--- src/rtl/adder_arbiter_if.sv ---
// Requester-side bundle of the shared adder: per-requester request, lock,
// carry-in and operands going in; grant and tagged result coming back.
interface adder_arbiter_if #(
    parameter int NREQ = 4,
    parameter int IDW  = 2
);
    logic [NREQ-1:0]    req;
    logic [NREQ-1:0]    lock;
    logic [NREQ-1:0]    cin;
    logic [16*NREQ-1:0] a_flat;
    logic [16*NREQ-1:0] b_flat;
    logic [NREQ-1:0]    gnt;
    logic               res_valid;
    logic [IDW-1:0]     res_id;
    logic [15:0]        res_sum;
    logic               res_cout;
    logic               res_last;

    // Requesters drive operands and watch grant/result.
    modport master (
        output req, lock, cin, a_flat, b_flat,
        input  gnt, res_valid, res_id, res_sum, res_cout, res_last
    );

    // The arbitrated adder consumes operands and returns results.
    modport slave (
        input  req, lock, cin, a_flat, b_flat,
        output gnt, res_valid, res_id, res_sum, res_cout, res_last
    );
endinterface

--- src/rtl/adder_arbiter.sv ---
// One 16-bit carry-select adder shared by NREQ requesters. Round-robin
// arbitration picks one beat per cycle; a lock keeps the adder for the same
// requester on following beats and feeds the previous carry-out back in, so
// wide adds can be built from 16-bit words. Results appear one cycle later.
module adder_arbiter #(
    parameter int NREQ     = 4,
    parameter int IDW      = 2,
    parameter int MAX_LOCK = 4
) (
    input  logic          clk,
    input  logic          rst_n,
    adder_arbiter_if.slave bus
);
    typedef enum logic {ST_ARB, ST_LOCKED} state_t;

    state_t         state_reg, state_next;
    logic [IDW-1:0] rr_ptr_reg, rr_ptr_next;
    logic [IDW-1:0] own_id_reg, own_id_next;
    logic [3:0]     lock_cnt_reg, lock_cnt_next;
    logic           carry_reg;

    logic           res_valid_reg;
    logic [IDW-1:0] res_id_reg;
    logic [15:0]    res_sum_reg;
    logic           res_cout_reg;
    logic           res_last_reg;

    logic [NREQ-1:0] gnt_comb;
    logic [IDW-1:0]  gnt_idx;
    logic            beat;
    logic [15:0]     a_sel, b_sel;
    logic            cin_sel, lock_sel, lock_take;
    logic [15:0]     add_sum;
    logic [4:0]      carry_chain;

    // Grant: owner only while locked, otherwise first request from rr_ptr upward.
    always_comb begin
        int idx;
        idx      = 0;
        gnt_comb = '0;
        gnt_idx  = '0;
        beat     = 1'b0;
        if (state_reg == ST_LOCKED) begin
            gnt_idx = own_id_reg;
            if (bus.req[own_id_reg]) begin
                beat                 = 1'b1;
                gnt_comb[own_id_reg] = 1'b1;
            end
        end else begin
            for (int k = 0; k < NREQ; k++) begin
                idx = int'(rr_ptr_reg) + k;
                if (idx >= NREQ) idx = idx - NREQ;
                if (!beat && bus.req[idx]) begin
                    beat          = 1'b1;
                    gnt_idx       = IDW'(idx);
                    gnt_comb[idx] = 1'b1;
                end
            end
        end
    end

    // Operand steering; locked beats take their carry from the previous beat.
    always_comb begin
        a_sel    = '0;
        b_sel    = '0;
        cin_sel  = 1'b0;
        lock_sel = 1'b0;
        for (int i = 0; i < NREQ; i++) begin
            if (gnt_idx == IDW'(i)) begin
                a_sel    = bus.a_flat[16*i +: 16];
                b_sel    = bus.b_flat[16*i +: 16];
                cin_sel  = bus.cin[i];
                lock_sel = bus.lock[i];
            end
        end
        if (state_reg == ST_LOCKED) cin_sel = carry_reg;
    end

    // Carry-select adder: each 4-bit block precomputes both carry cases and
    // the incoming block carry picks one.
    assign carry_chain[0] = cin_sel;
    generate
        for (genvar gi = 0; gi < 4; gi++) begin : g_csel
            logic [4:0] sum_c0, sum_c1;
            assign sum_c0 = {1'b0, a_sel[4*gi +: 4]} + {1'b0, b_sel[4*gi +: 4]};
            assign sum_c1 = {1'b0, a_sel[4*gi +: 4]} + {1'b0, b_sel[4*gi +: 4]} + 5'd1;
            assign add_sum[4*gi +: 4] = carry_chain[gi] ? sum_c1[3:0] : sum_c0[3:0];
            assign carry_chain[gi+1]  = carry_chain[gi] ? sum_c1[4]   : sum_c0[4];
        end
    endgenerate

    // A lock is honoured only on a real beat and while the beat budget remains.
    assign lock_take = beat && lock_sel &&
                       (({1'b0, lock_cnt_reg} + 5'd1) < 5'(MAX_LOCK));

    // Next-state: lock entry/continuation, release, and round-robin advance.
    always_comb begin
        state_next    = state_reg;
        rr_ptr_next   = rr_ptr_reg;
        own_id_next   = own_id_reg;
        lock_cnt_next = lock_cnt_reg;
        if (beat) begin
            if (lock_take) begin
                state_next    = ST_LOCKED;
                own_id_next   = gnt_idx;
                lock_cnt_next = lock_cnt_reg + 4'd1;
            end else begin
                state_next    = ST_ARB;
                lock_cnt_next = 4'd0;
                rr_ptr_next   = (gnt_idx == IDW'(NREQ - 1)) ? '0 : gnt_idx + IDW'(1);
            end
        end else if (state_reg == ST_LOCKED) begin
            // Owner dropped its request: abandon the chain, pointer stays put.
            state_next    = ST_ARB;
            lock_cnt_next = 4'd0;
        end
    end

    // Arbitration state registers.
    always_ff @(posedge clk or negedge rst_n) begin
        if (!rst_n) begin
            state_reg    <= ST_ARB;
            rr_ptr_reg   <= '0;
            own_id_reg   <= '0;
            lock_cnt_reg <= 4'd0;
        end else begin
            state_reg    <= state_next;
            rr_ptr_reg   <= rr_ptr_next;
            own_id_reg   <= own_id_next;
            lock_cnt_reg <= lock_cnt_next;
        end
    end

    // Result register and chained carry, updated only on granted beats.
    always_ff @(posedge clk or negedge rst_n) begin
        if (!rst_n) begin
            res_valid_reg <= 1'b0;
            res_id_reg    <= '0;
            res_sum_reg   <= '0;
            res_cout_reg  <= 1'b0;
            res_last_reg  <= 1'b0;
            carry_reg     <= 1'b0;
        end else begin
            res_valid_reg <= beat;
            if (beat) begin
                res_id_reg   <= gnt_idx;
                res_sum_reg  <= add_sum;
                res_cout_reg <= carry_chain[4];
                res_last_reg <= !lock_take;
                carry_reg    <= carry_chain[4];
            end
        end
    end

    assign bus.gnt       = gnt_comb & {NREQ{rst_n}};
    assign bus.res_valid = res_valid_reg;
    assign bus.res_id    = res_id_reg;
    assign bus.res_sum   = res_sum_reg;
    assign bus.res_cout  = res_cout_reg;
    assign bus.res_last  = res_last_reg;
endmodule

--- src/flat_wrapper.sv ---
// flat-port wrapper written by rule: the top's interface ports become plain ports
module adder_arbiter_flat 
#(
    parameter int NREQ     = 4,
    parameter int IDW      = 2,
    parameter int MAX_LOCK = 4
)
  (clk, rst_n, bus_req, bus_lock, bus_cin, bus_a_flat, bus_b_flat, bus_gnt, bus_res_valid, bus_res_id, bus_res_sum, bus_res_cout, bus_res_last);
  adder_arbiter_if #(.NREQ(NREQ), .IDW(IDW)) bus_i ();
  input  logic clk;
  input  logic rst_n;
  input wire logic [$bits(bus_i.req)-1:0] bus_req;
  input wire logic [$bits(bus_i.lock)-1:0] bus_lock;
  input wire logic [$bits(bus_i.cin)-1:0] bus_cin;
  input wire logic [$bits(bus_i.a_flat)-1:0] bus_a_flat;
  input wire logic [$bits(bus_i.b_flat)-1:0] bus_b_flat;
  output wire logic [$bits(bus_i.gnt)-1:0] bus_gnt;
  output wire logic [$bits(bus_i.res_valid)-1:0] bus_res_valid;
  output wire logic [$bits(bus_i.res_id)-1:0] bus_res_id;
  output wire logic [$bits(bus_i.res_sum)-1:0] bus_res_sum;
  output wire logic [$bits(bus_i.res_cout)-1:0] bus_res_cout;
  output wire logic [$bits(bus_i.res_last)-1:0] bus_res_last;
  assign bus_i.req = bus_req;
  assign bus_i.lock = bus_lock;
  assign bus_i.cin = bus_cin;
  assign bus_i.a_flat = bus_a_flat;
  assign bus_i.b_flat = bus_b_flat;
  assign bus_gnt = bus_i.gnt;
  assign bus_res_valid = bus_i.res_valid;
  assign bus_res_id = bus_i.res_id;
  assign bus_res_sum = bus_i.res_sum;
  assign bus_res_cout = bus_i.res_cout;
  assign bus_res_last = bus_i.res_last;
  adder_arbiter #(.NREQ(NREQ), .IDW(IDW), .MAX_LOCK(MAX_LOCK)) u_core (.clk(clk), .rst_n(rst_n), .bus(bus_i));
endmodule
--- config.mk ---
export PLATFORM = sky130hd
export DESIGN_NAME = adder_arbiter_flat
export DESIGN_NICKNAME = d
export VERILOG_FILES = /design/src/rtl/adder_arbiter_if.sv /design/src/rtl/adder_arbiter.sv /design/src/flat_wrapper.sv
export SDC_FILE = /design/constraint.sdc
export NUM_CORES = 1
export LEC_CHECK = 0
export ABC_AREA = 1
export BUFFER_PORTS_ARGS = -buffer_cell sky130_fd_sc_hd__buf_2
export CELL_PAD_IN_SITES_DETAIL_PLACEMENT = 1
export CELL_PAD_IN_SITES_GLOBAL_PLACEMENT = 1
export CORE_ASPECT_RATIO = 1.1
export CORE_MARGIN = 5
export CORE_UTILIZATION = 35
export DETAILED_ROUTE_END_ITERATION = 6
export PLACE_DENSITY_LB_ADDON = 0.1
export SETUP_SLACK_MARGIN = 0.05
export SLEW_MARGIN = 20
export SYNTH_ARGS = -nofsm -noshare
export SYNTH_HDL_FRONTEND = slang
export SYNTH_SLANG_ARGS = --single-unit
--- constraint.sdc ---
create_clock -name clk -period 8.9 [get_ports clk]
set_input_delay 1.78 -clock clk [delete_from_list [all_inputs] [get_ports clk]]
set_output_delay 1.78 -clock clk [all_outputs]
set_load 0.02 [all_outputs]
# Word-level counts from Yosys, hierarchy flattened

Index checks and enable logic that the tools add are counted.

Flip-flop bits (word level): 30

Add/sub/neg operators: 18
$lt $le $gt $ge: 15
Mux-type cells: 86
Bitwise logic cells: 5
Equality and inequality tests: 3
Reductions and logical operators: 18

Operators by type and width:

| kind                  | count |
|---|---|
| $mux 32               | 8 |
| $ge 32x1->1 const B   | 4 |
| $lt 32x4->1 const B   | 4 |
| $mux 16               | 8 |
| $ge 32x4->1 const B   | 3 |
| $sub 32x4->32 const B | 3 |
| $mux 4                | 16 |
| $mux 1                | 38 |
| $add 4x4->5           | 4 |
| $add 5x1->5 const B   | 4 |
| $mux 2                | 6 |
| $or 4x4->4            | 3 |
| $bmux 1 s2            | 5 |
| $demux 1 s2           | 5 |
| $logic_and 1x1->1     | 10 |
| $add 2x2->3 const B   | 2 |
| $add 4x1->5 const B   | 1 |
| $lt 5x3->1 const B    | 1 |
| $add 4x1->4 const B   | 1 |
| $and 4x4->4           | 1 |
| $eq 2x2->1 const B    | 2 |
| $logic_not 1->1       | 4 |
| $reduce_and 2->1      | 2 |
| $sub 2x3->4 const B   | 1 |
| other kinds (9)       | 9 |

# Logic depth before layout (Yosys ltp)

Gate-level depths: netlist of the first run.

Depth after elaboration: 31
Mapped depth: 40

# Least setup slack after synthesis of the first run

No wires, ideal clock.

Kind: input -> register
From: input port bus_req[2]
To: register u_core.res_sum_reg[14], in the netlist u_core.bus.res_sum[14]
Stages on the path: 34
Arrival time: 5.853 ns
Data required time: 8.783 ns
Path slack: 2.930 ns
Library setup time: 0.117 ns
Path through: inv_1 o21ai_1 nand2_1 nand2_4 nor2_4 inv_2 nor2_4 nand2_1 nand3_1 o21ai_1 nand2_2 inv_2 ha_1 buf_6 clkbuf_1 clkbuf_1 a221oi_1 o31ai_1 ha_1 inv_1 fa_1 inv_1 ha_1 inv_1 nor2_1 nand3_1 nand2_1 nand2_1 nand3_2 nand3_2 nand2_4 nand2_1 nand3_1 nand2_1

Cells in the longest elaborated chain, start to end: 28
Elaborated cells between the ends (all ways): 63
Those cells by class: add/sub: 8; eq/ne: 3; mux: 45; reduce/logical: 7

Ends and longest elaborated chain:

| element                                   | line                                     | text |
|---|---|---|
| start, declared                           | flat_wrapper.sv:12                       | `input wire logic [$bits(bus_i.req)-1:0] bus_req;` |
| $bmux 1 s2                                | adder_arbiter.sv:53                      | `if (!beat && bus.req[idx]) begin` |
| $mux 1 (implied by the code) (2 in a row) | adder_arbiter.sv:53                      |  |
| $mux 1                                    | adder_arbiter.sv:53                      |  |
| $mux 1                                    | adder_arbiter.sv:43                      | `if (state_reg == ST_LOCKED) begin` |
| $logic_not 1->1                           | adder_arbiter.sv:53                      |  |
| $logic_and 1x1->1                         | adder_arbiter.sv:53                      |  |
| $mux 1                                    | adder_arbiter.sv:53                      |  |
| $mux 1                                    | adder_arbiter.sv:43                      |  |
| [... 7 more ...]                          | -                                        |  |
| $mux 2 (*)                                | adder_arbiter.sv:43                      |  |
| via u_core.gnt_idx[1]                     | adder_arbiter.sv:29                      | `logic [IDW-1:0] gnt_idx;` |
| $logic_not 2->1                           | adder_arbiter.sv:69                      | `if (gnt_idx == IDW'(i)) begin` |
| $mux 16 (4 in a row)                      | adder_arbiter.sv:69                      |  |
| $add 4x4->5                               | adder_arbiter.sv:85, adder_arbiter.sv:86 |  |
| $add 5x1->5                               | adder_arbiter.sv:86                      | `assign sum_c1 = {1'b0, a_sel[4*gi +: 4]} + {1'b0, b_sel[4*gi +: 4]} + 5'd1;` |
| $mux 1 (3 in a row)                       | adder_arbiter.sv:88                      | `assign carry_chain[gi+1] = carry_chain[gi] ? sum_c1[4] : sum_c0[4];` |
| $mux 4 (*)                                | adder_arbiter.sv:87                      | `assign add_sum[4*gi +: 4] = carry_chain[gi] ? sum_c1[3:0] : sum_c0[3:0];` |
| end signal, assigned                      | adder_arbiter.sv:147                     | `res_sum_reg <= add_sum;` |
| end, declared                             | adder_arbiter.sv:24                      | `logic [15:0] res_sum_reg;` |

The timed path passes the listed nets; every way through them passes the cells marked *. The select of a mux whose other input is x is not followed.
A chain may end at the register's enable or synchronous reset.

# Worst setup path after layout of the first run

From: input port bus_req[3]
To: register u_core.res_sum_reg[14], in the netlist u_core.bus.res_sum[14]

Same word-level chain as after synthesis.

==> flow_metrics.tcl, run 1 <==
set metrics [dict create \
    outcome "completed" \
    clkSlewWorstSetupHoldPaths_ns 0.05 \
    worstSetupPathType "in2reg" \
    via_count 4222 \
    fin_crit_sh_pct 72.54 \
    cts_tree "done" \
    die_x_um 108.0 \
    routed_wl_um 13500 \
    vias_per_cell 5.075 \
    crit_cells 32 \
    antenna_found_initial 1 \
    synth_fa_ha_area_share_pct 11.99 \
    reg2reg_from "u_core.rr_ptr_reg[0]" \
    std_cell_rows 39 \
    syn_to_final_growth_pct 28.24 \
    synth_xor_xnor_area_share_pct 3.793 \
    avgRoutedWirePerCell_um 16.22 \
    grt_usage_pct 21.94 \
    yosysWarnings 0 \
    post_cts_buffers 0 \
    skew_ns 0.005446 \
    dr.pass1.iters 4 \
    top_level_ports 167 \
    cp.arrival_ns 6.62 \
    htreeDepth 2 \
    worst_slew_pin_slew_ns 0.8683 \
    rsz0062_at_grt "no" \
    syn_area_um2 3695 \
    clk_path_buf_depth 2 \
    postLayoutCellArea_um2 4738 \
    clock_sinks 30 \
    postCtsHoldBufs 0 \
    grt_pass1_vias 4661 \
    end_kind "register" \
    crit_family "simple AND/OR/NAND/NOR gates" \
    period_needed_ns 6.456 \
    syn-num-nets 713 \
    preCtsSetupSlack_ns 2.178 \
    place_area_um2 4603 \
    overflow 0 \
    start_util_pct 35.72 \
    drtIter0Drc 150 \
    whs_path_depth 2 \
    synthCells 538 \
    utilization_pct 45.80 \
    synth.area.mux_share_pct 0.6095 \
    cts.root.buffer_cell "clkbuf_16" \
    slew_headroom_pct 41.75 \
    worstHoldPathType "reg2reg" \
    cpPeakStageDelay_ns 0.55 \
    largest_reg_flops 16 \
    report.final.slew_viol_count 0 \
    fp.dieArea_um2 12710 \
    synth_top_family_by_area "simple AND/OR/NAND/NOR gates" \
    synth-seq-cells 30 \
    endpoint "u_core.bus.res_sum[14]" \
    synth-simple-area-share_pct 29.50 \
    ys_async_sr_fraction_pct 100.0 \
    startpoint_type "primary input" \
    avgSynthCellArea_um2 6.868 \
    drc 0 \
    seq_area_frac_synth_pct 20.32 \
    cts_buffers 5 \
    cts-resized-gates 0 \
    clock_latency_ns 0.27 \
    fmax_mhz 154.9 \
    final_antenna_net_count 0 \
    finalSetupTns_ns 0 \
    dpl.hpwl_um 11090 \
    synthFlopType "dfrtp_1" \
    fp.coreArea_um2 10340 \
    cp.required_ns 9.06 \
    path_buf_inv 5 \
    grt_max_degree 52 \
    nets 863 \
    fp.dieH_um 117.8 \
    port_buffers 166 \
    synth_compound_area_share_pct 24.96 \
    reg2reg_depth 31 \
    hold_viol 0 \
    path_max_fanout 51 \
    synth_enable_flop_cells 0 \
    grt_first_pass_wirelength_um 22870 \
    slowest_stage "inv_2" \
    worst_slack_ns 2.444 \
    timing.rr.end "u_core.bus.res_sum[14]" \
    drive_above_1_share_pct 31.10 \
    cp-startpoint "bus_req[3]" \
    num-fill-cells 1398 \
    synth.distinct_cells 45 \
    setup_viol 0 \
    gp_congestion 0.8932 \
    rrSetupSlack_ns 3.06 \
    maxCapViolCount 0 \
]
worst register-to-register path: cells and delay by family (launching register included):
kind | cells | cell delay [ns]
buf+inv | 6 | 1.12
compound gates | 5 | 1.22
flops | 1 | 0.63
simple gates | 16 | 1.38
fa+ha+maj | 4 | 1.39
layout by cell type, fill, tap and decap left out, drive strengths merged, types with 11 or more instances in the layout:
cell	netlist	routed
buf	8	169
nand2	137	137
nor2	63	63
inv	53	53
o21ai	45	45
a21oi	31	31
dfrtp	30	30
ha	29	29
a22oi	26	26
nand3	25	25
xor2	12	12
o31ai	12	12
a221oi	11	11
synthesized netlist by cell type, types with 2 or more instances:
library cell | count | area (µm²)
ha_1 | 29 | 362.9
nor2_4 | 2 | 22.52
buf_4 | 2 | 15.01
fa_1 | 4 | 80.08
o21a_1 | 4 | 30.03
clkbuf_1 | 18 | 67.56
inv_2 | 9 | 33.78
o21ai_0 | 26 | 130.1
buf_6 | 2 | 22.52
buf_2 | 3 | 15.01
inv_1 | 44 | 165.2
nand2_1 | 124 | 465.5
nand3_1 | 21 | 105.1
nand3b_1 | 2 | 15.01
nand3_2 | 3 | 30.03
nand2_2 | 5 | 31.28
a22oi_1 | 26 | 195.2
xnor2_1 | 4 | 35.03
nor3_1 | 5 | 25.02
nand4_1 | 4 | 25.02
o31ai_1 | 11 | 82.58
o21ai_2 | 4 | 35.03
a221oi_1 | 11 | 96.34
a21oi_1 | 30 | 150.1
o21ai_1 | 14 | 70.07
nor2_2 | 2 | 12.51
xor2_1 | 12 | 105.1
nor2_1 | 58 | 217.7
nand2_4 | 8 | 90.09
a22o_1 | 3 | 26.28
o2111ai_1 | 4 | 35.03
a31oi_1 | 2 | 12.51
dfrtp_1 | 30 | 750.7
cell families after synthesis:
kind of cell | after synthesis
AND/OR/NAND/NOR | 238
buffers and inverters | 80
adder cells (fa/ha/maj) | 33
multiplexers | 1
AO/OA/AOI/OAI | 140
flip-flops | 30
XOR/XNOR | 16
stage by stage:
stage	hold WS, ns	cells
3_3_place_gp	0.4627	824
6_report	0.4705	832
2_1_floorplan	0.4569	538
5_1_grt	0.5122	832
3_5_place_dp	0.4671	824
4_1_cts	0.4804	831
metal layers:
metal	track usage, %	routed length, µm
met1	27.17	5721
met2	38.34	6716
met3	3.840	804
met4	6.630	255
met5	0	0
how the worst min path moves through the flow:
stage / to / slack (ns) / from
2_1_floorplan: u_core.lock_cnt_reg[3] / 0.46 / u_core.lock_cnt_reg[3]
3_3_place_gp: u_core.bus.res_last / 0.46 / u_core.bus.res_last
3_5_place_dp: u_core.bus.res_sum[7] / 0.47 / u_core.bus.res_sum[7]
4_1_cts: u_core.bus.res_sum[7] / 0.48 / u_core.bus.res_sum[7]
5_1_grt: u_core.bus.res_sum[2] / 0.51 / u_core.bus.res_sum[2]
6_report: u_core.bus.res_sum[7] / 0.47 / u_core.bus.res_sum[7]
final cells by class:
type                       instances  area, µm²  area share (%)
clock buffer                       7      132.6           2.799
timing repair buffer             169      853.3           18.01
multi-input combinational        428       2618           55.24
inverter                          54      202.7           4.278
sequential                        30      750.7           15.84
antenna                            1      2.502         0.05281
tap                              143      178.9           3.776
Power of run 1 is left out: the tool's default activity adds up to more than one toggle a clock period on the data nets, which glitch-free logic cannot reach.
==> run 2: changes to the inputs <==
--- a/config.mk
+++ b/config.mk
@@ -11,7 +11,7 @@
 export CELL_PAD_IN_SITES_GLOBAL_PLACEMENT = 1
 export CORE_ASPECT_RATIO = 1.1
 export CORE_MARGIN = 5
-export CORE_UTILIZATION = 35
+export CORE_UTILIZATION = 33
 export DETAILED_ROUTE_END_ITERATION = 6
 export PLACE_DENSITY_LB_ADDON = 0.1
 export SETUP_SLACK_MARGIN = 0.05
==> constraint.sdc (replaced) <==
create_clock -name clk -period 6.1 [get_ports clk]
set_input_delay 1.22 -clock clk [delete_from_list [all_inputs] [get_ports clk]]
set_output_delay 1.22 -clock clk [all_outputs]
set_load 0.02 [all_outputs]
==> run 2 against run 1 <==
  * Core utilization is 2.0 points lower
  * Clock skew is 0.0013 ns higher
  * Via count is 0.26% higher
  * Hold slack hardly changed
  * Critical endpoint is now u_core.bus.res_sum[13]
  * Critical path depth is 1 lower
  * Flip-flop and latch count stayed put
==> flow_metrics.tcl, run 2 (synthesis results as in run 1) <==
set metrics [dict create \
    top_level_ports 167 \
    clock_sinks 30 \
    cts.root.buffer_cell "clkbuf_16" \
    worst_slew_pin_slew_ns 0.7052 \
    cpPeakStageDelay_ns 0.47 \
    setup_viol 0 \
    maxCapViolCount 0 \
    post_cts_buffers 0 \
    drc 0 \
    min_to "u_core.bus.res_sum[12]" \
    fin_crit_sh_pct 91.92 \
    cts-resized-gates 0 \
    startpoint_type "primary input" \
    cp.arrival_ns 5.76 \
    report.final.slew_viol_count 0 \
    dpl.hpwl_um 11780 \
    worst_slack_ns 0.4929 \
    cts_buffers 5 \
    dr.pass1.iters 4 \
    syn_to_final_growth_pct 29.90 \
    grt_usage_pct 20.02 \
    nets 870 \
    path_max_fanout 29 \
    final_antenna_net_count 0 \
    grtUsageMet2_pct 36.42 \
    groute.layer.met1.usage_pct 24.03 \
    final_common_cell "buf_2" \
    hp-start "u_core.bus.res_sum[12]" \
    clock_latency_ns 0.27 \
    start_util_pct 33.71 \
    reg2reg_from "u_core.rr_ptr_reg[0]" \
    via_count 4233 \
    antenna_found_initial 0 \
    whs_path_depth 2 \
    hold_slack_ns 0.4708 \
    skew_ns 0.006792 \
    largest_reg_flops 16 \
    rsz0062_at_grt "no" \
    overflow 0 \
    drtIter0Drc 104 \
    grt_pass1_vias 4529 \
    worstSetupPathType "in2reg" \
    grt_first_pass_wirelength_um 21920 \
    avgRoutedWirePerCell_um 16.34 \
    die_x_um 110.9 \
    postCtsHoldBufs 0 \
    mostFrequentLayoutCells "166 x buf_2, 124 x nand2_1, 58 x nor2_1" \
    cts_tree "done" \
    fmax_mhz 178.3 \
    fp.dieArea_um2 13410 \
    routed_wl_um 13740 \
    slew_headroom_pct 52.99 \
    std_cell_rows 40 \
    port_buffers 166 \
    period_needed_ns 5.607 \
    worstHoldPathType "reg2reg" \
    timing.rr.end "u_core.bus.res_sum[13]" \
    hold_viol 0 \
    htreeDepth 2 \
    grt_max_degree 36 \
    preCtsSetupSlack_ns 0.2025 \
    drive_above_1_share_pct 31.99 \
    vias_per_cell 5.033 \
    grt.busiest_layer "met2" \
    reg2reg_depth 30 \
    gp_congestion 0.8860 \
    outcome "completed" \
    antenna_cells 0 \
    slowest_stage "fa_1" \
    cp.required_ns 6.25 \
    finalSetupTns_ns 0 \
    clk_path_buf_depth 2 \
    rrSetupSlack_ns 0.60 \
    fp.dieH_um 121.0 \
    fp.coreArea_um2 10960 \
    clkSlewWorstSetupHoldPaths_ns 0.04 \
    num-fill-cells 1462 \
    end_kind "register" \
    use_met3_pct 3.940 \
]
## run 2: cell count changes in the layout (fill, tap and decap cells not counted), sizes merged
cell,delta
buf,+7
diode,-1
clkbuf,-1
## run 2: worst max path at each step
| stage | from | to | slack (ns) | cells past startpoint |
|---|---|---|---|---|
| final | bus_req[2] | u_core.bus.res_sum[13] | 0.49 | 31 |
| after global routing | bus_req[3] | u_core.bus.res_sum[15] | 0.07 | 33 |
| after CTS | bus_req[3] | u_core.bus.res_sum[13] | 0.46 | 31 |
| after detailed placement | bus_req[2] | u_core.bus.res_sum[13] | 0.20 | 34 |
| after global placement | bus_req[3] | u_core.bus.res_sum[14] | 0.42 | 35 |
| after floorplan | bus_req[2] | u_core.bus.res_sum[14] | 0.69 | 34 |
## run 2: per-layer routing
layer  up-vias  share of wire, %
met4         0               1.5
met5         -                 0
met2       142                49
met3        15               6.4
met1      1932                43
li1       2144                 -
## run 2: critical path: cells and delay by family
kind,cells,cell delay (ns)
simple gates,17,2.32
buf+inv,6,0.39
fa+ha+maj,4,1.10
compound gates,4,0.69
## run 2: cell type report
cell class                 instances  area [µm²]  share of cell area (%)
clock buffer                       6       138.9                   2.894
inverter                          54       202.7                   4.223
multi-input combinational        428        2618                   54.54
sequential                        30       750.7                   15.64
tap                              147       183.9                   3.832
timing repair buffer             176       905.9                   18.87
## run 2: through the flow
| stage | utilization, % | instances | area [µm²] |
|---|---|---|---|
| finish | 43.79 | 841 | 4800 |
| global placement | 42.52 | 835 | 4661 |
| detailed placement | 42.52 | 835 | 4661 |
| CTS | 43.79 | 841 | 4800 |
| floorplan | - | 538 | 3695 |
| global route | 43.79 | 841 | 4800 |
Power of run 2 is left out for the same reason.
==> run 3: changes to the inputs <==
--- a/config.mk
+++ b/config.mk
@@ -5,7 +5,6 @@
 export SDC_FILE = /design/constraint.sdc
 export NUM_CORES = 1
 export LEC_CHECK = 0
-export ABC_AREA = 1
 export BUFFER_PORTS_ARGS = -buffer_cell sky130_fd_sc_hd__buf_2
 export CELL_PAD_IN_SITES_DETAIL_PLACEMENT = 1
 export CELL_PAD_IN_SITES_GLOBAL_PLACEMENT = 1
==> run 3 against run 2 <==
  * Cell area increased by 13%
  * Critical path depth down 6
  * Synthesized cell count rose by 2.0%
  * Hold slack got worse by 0.0015 ns
  * Critical endpoint unchanged
  * Clock skew is 0.0024 ns lower
  * Largest cell class unchanged
  * Critical path type unchanged
  * Global-route usage rose by 0.96 points
  * Wire length is 5.6% higher
==> flow_metrics.tcl, run 3 <==
set metrics [dict create \
    clock_latency_ns 0.27 \
    largest_reg_flops 16 \
    hold_viol 0 \
    syn_to_final_growth_pct 46.50 \
    grt_usage_pct 20.98 \
    cts_buffers 5 \
    rrSetupSlack_ns 0.28 \
    grt_max_degree 41 \
    fin_crit_sh_pct 96.76 \
    cp.required_ns 6.24 \
    synth_common_cells "94 x nand2_1, 93 x nor2_1, 77 x a21oi_1, 56 x o21ai_0, 30 x dfrtp_1" \
    end_kind "register" \
    fp.dieArea_um2 13440 \
    synth_top_area_share_pct 20.28 \
    std_cell_rows 40 \
    fmax_mhz 169.4 \
    cp.arrival_ns 6.04 \
    synthCells 549 \
    clock_sinks 30 \
    start_util_pct 33.78 \
    hold_slack_ns 0.4693 \
    maxCapViolCount 0 \
    report.final.slew_viol_count 0 \
    worstHoldPathType "reg2reg" \
    cts.root.buffer_cell "clkbuf_16" \
    skew_ns 0.004415 \
    port_buffers 166 \
    synth_enable_flop_cells 0 \
    synth_top_cell_by_area "dfrtp_1" \
    timing.rr.end "u_core.bus.res_sum[13]" \
    slew_headroom_pct 53.27 \
    reg2reg_depth 24 \
    grt_first_pass_wirelength_um 23410 \
    synthFlopType "dfrtp_1" \
    syn-num-nets 724 \
    yosysWarnings 0 \
    antenna_found_initial 1 \
    seq_area_frac_synth_pct 20.28 \
    grt_pass1_vias 4847 \
    htreeDepth 2 \
    avgRoutedWirePerCell_um 16.24 \
    final_common_cell "buf_2" \
    period_needed_ns 5.902 \
    drtIter0Drc 98 \
    antenna_cells 0 \
    drc 0 \
    reg2reg_from "u_core.rr_ptr_reg[1]" \
    path_max_fanout 8 \
    cts_tree "done" \
    fp.dieH_um 121.1 \
    nets 920 \
    top_level_ports 167 \
    vias_per_cell 4.981 \
    endpoint "u_core.bus.res_sum[13]" \
    mostFrequentLayoutCells "164 x buf_2, 93 x nand2_1, 88 x nor2_1" \
    clk_path_buf_depth 2 \
    postCtsHoldBufs 0 \
    overflow 0 \
    avgSynthCellArea_um2 6.744 \
    cp-startpoint "bus_req[3]" \
    syn_area_um2 3702 \
    dpl.hpwl_um 12300 \
    worst_slew_pin_slew_ns 0.7009 \
    synth.distinct_cells 55 \
    clkSlewWorstSetupHoldPaths_ns 0.05 \
    routed_wl_um 14510 \
    die_x_um 111.0 \
    worstSetupPathType "in2reg" \
    synth-seq-cells 30 \
    rsz0062_at_grt "yes" \
    yosys-top-cells-area "dfrtp_1 20%, a21oi_1 10%, ha_1 9.8%, nand2_1 9.5%, nor2_1 9.4%" \
    gp_congestion 0.8157 \
    via_count 4448 \
    setup_viol 0 \
    drive_above_1_share_pct 37.67 \
    outcome "completed" \
    yosysMostFrequentCell "nand2_1" \
    startpoint_type "primary input" \
    final_antenna_net_count 0 \
    ys_async_sr_fraction_pct 100.0 \
    fp.coreArea_um2 10960 \
    dr.pass1.iters 4 \
]
-- run 3: cell types whose count changed in the layout (fill, tap and decap cells not counted), sizes merged, moves of 6 or more --
cell	change
nor2	+30
buf	+47
nand2	-43
and2	+6
inv	-27
a21o	+11
xnor2	+7
a221oi	-7
o31ai	-11
a22oi	-20
a21oi	+47
o21ai	+12
nand3	-22
-- run 3: kinds of logic after synthesis --
group	after synthesis	synth area share (%)
AOI/OAI and AO/OA	174	26.77
xor gates and xnor gates	20	4.934
adders and majority gates	33	11.96
buffers and inverters	60	6.252
DFF	30	20.28
muxes	11	4.055
and+or+nand+nor	221	25.75
-- run 3: critical path: stages --
cell and delay [ns]:
buf_2 0.13, buf_4 0.15, nor2_2 0.08, o21ai_1 0.07
a222oi_1 0.52, o221ai_4 0.17, mux2i_4 0.28, buf_6 0.15
inv_2 0.05, ha_4 0.19, buf_4 0.17, a21oi_2 0.12
o21ai_1 0.08, buf_4 0.16, fa_1 0.51, ha_2 0.21
a21boi_2 0.16, a31o_4 0.23, and4_4 0.18, nor4_4 0.29
mux2i_2 0.30, xnor2_2 0.17, buf_6 0.16, mux2i_1 0.22
o21ai_1 0.09
-- run 3: final cells by class --
cell class / instances / area, µm²
repair buffers: 223 / 1282
well taps: 147 / 183.9
fillers: 1459 / 5537
clock buffers: 8 / 166.4
inverters: 26 / 100.1
flip-flops and latches: 30 / 752.0
multi-input cells: 459 / 2939
-- run 3: per-stage QoR --
stage / utilization [%] / setup WS [ns] / setup TNS, ns / std cells / instance area [µm²]
2_1_floorplan: - / -0.08873 / -0.1098 / 549 / 3801
3_3_place_gp: 45.38 / -0.03660 / -0.08448 / 873 / 4974
3_5_place_dp: 45.38 / -0.2755 / -1.390 / 873 / 4974
4_1_cts: 47.33 / 0.06080 / 0 / 881 / 5187
5_1_grt: 49.49 / -0.1340 / -0.5879 / 893 / 5424
6_report: 49.49 / 0.1979 / 0 / 893 / 5424
-- run 3: timing repair --
item                       in CTS  in global routing
gates resized for setup         7                 46
buffers inserted                0                 12
setup endpoints to repair       3                  9
pin swaps                       0                 21
-- run 3: routing by layer --
metal	global-route usage, %	share of wire, %
met5	0	0.048
met4	3.618	0.79
met3	5.486	6.8
met2	39.42	52
met1	24.15	41
-- run 3: how the worst min path moves through the flow --
stage | start | endpoint | cells past startpoint
final | u_core.bus.res_sum[3] | u_core.bus.res_sum[3] | 2
after detailed placement | u_core.bus.res_sum[3] | u_core.bus.res_sum[3] | 2
after global placement | u_core.bus.res_sum[5] | u_core.bus.res_sum[5] | 2
after global routing | u_core.bus.res_sum[3] | u_core.bus.res_sum[3] | 2
after CTS | u_core.bus.res_sum[3] | u_core.bus.res_sum[3] | 2
after floorplan | u_core.lock_cnt_reg[3] | u_core.lock_cnt_reg[3] | 1
Power of run 3 is left out for the same reason.
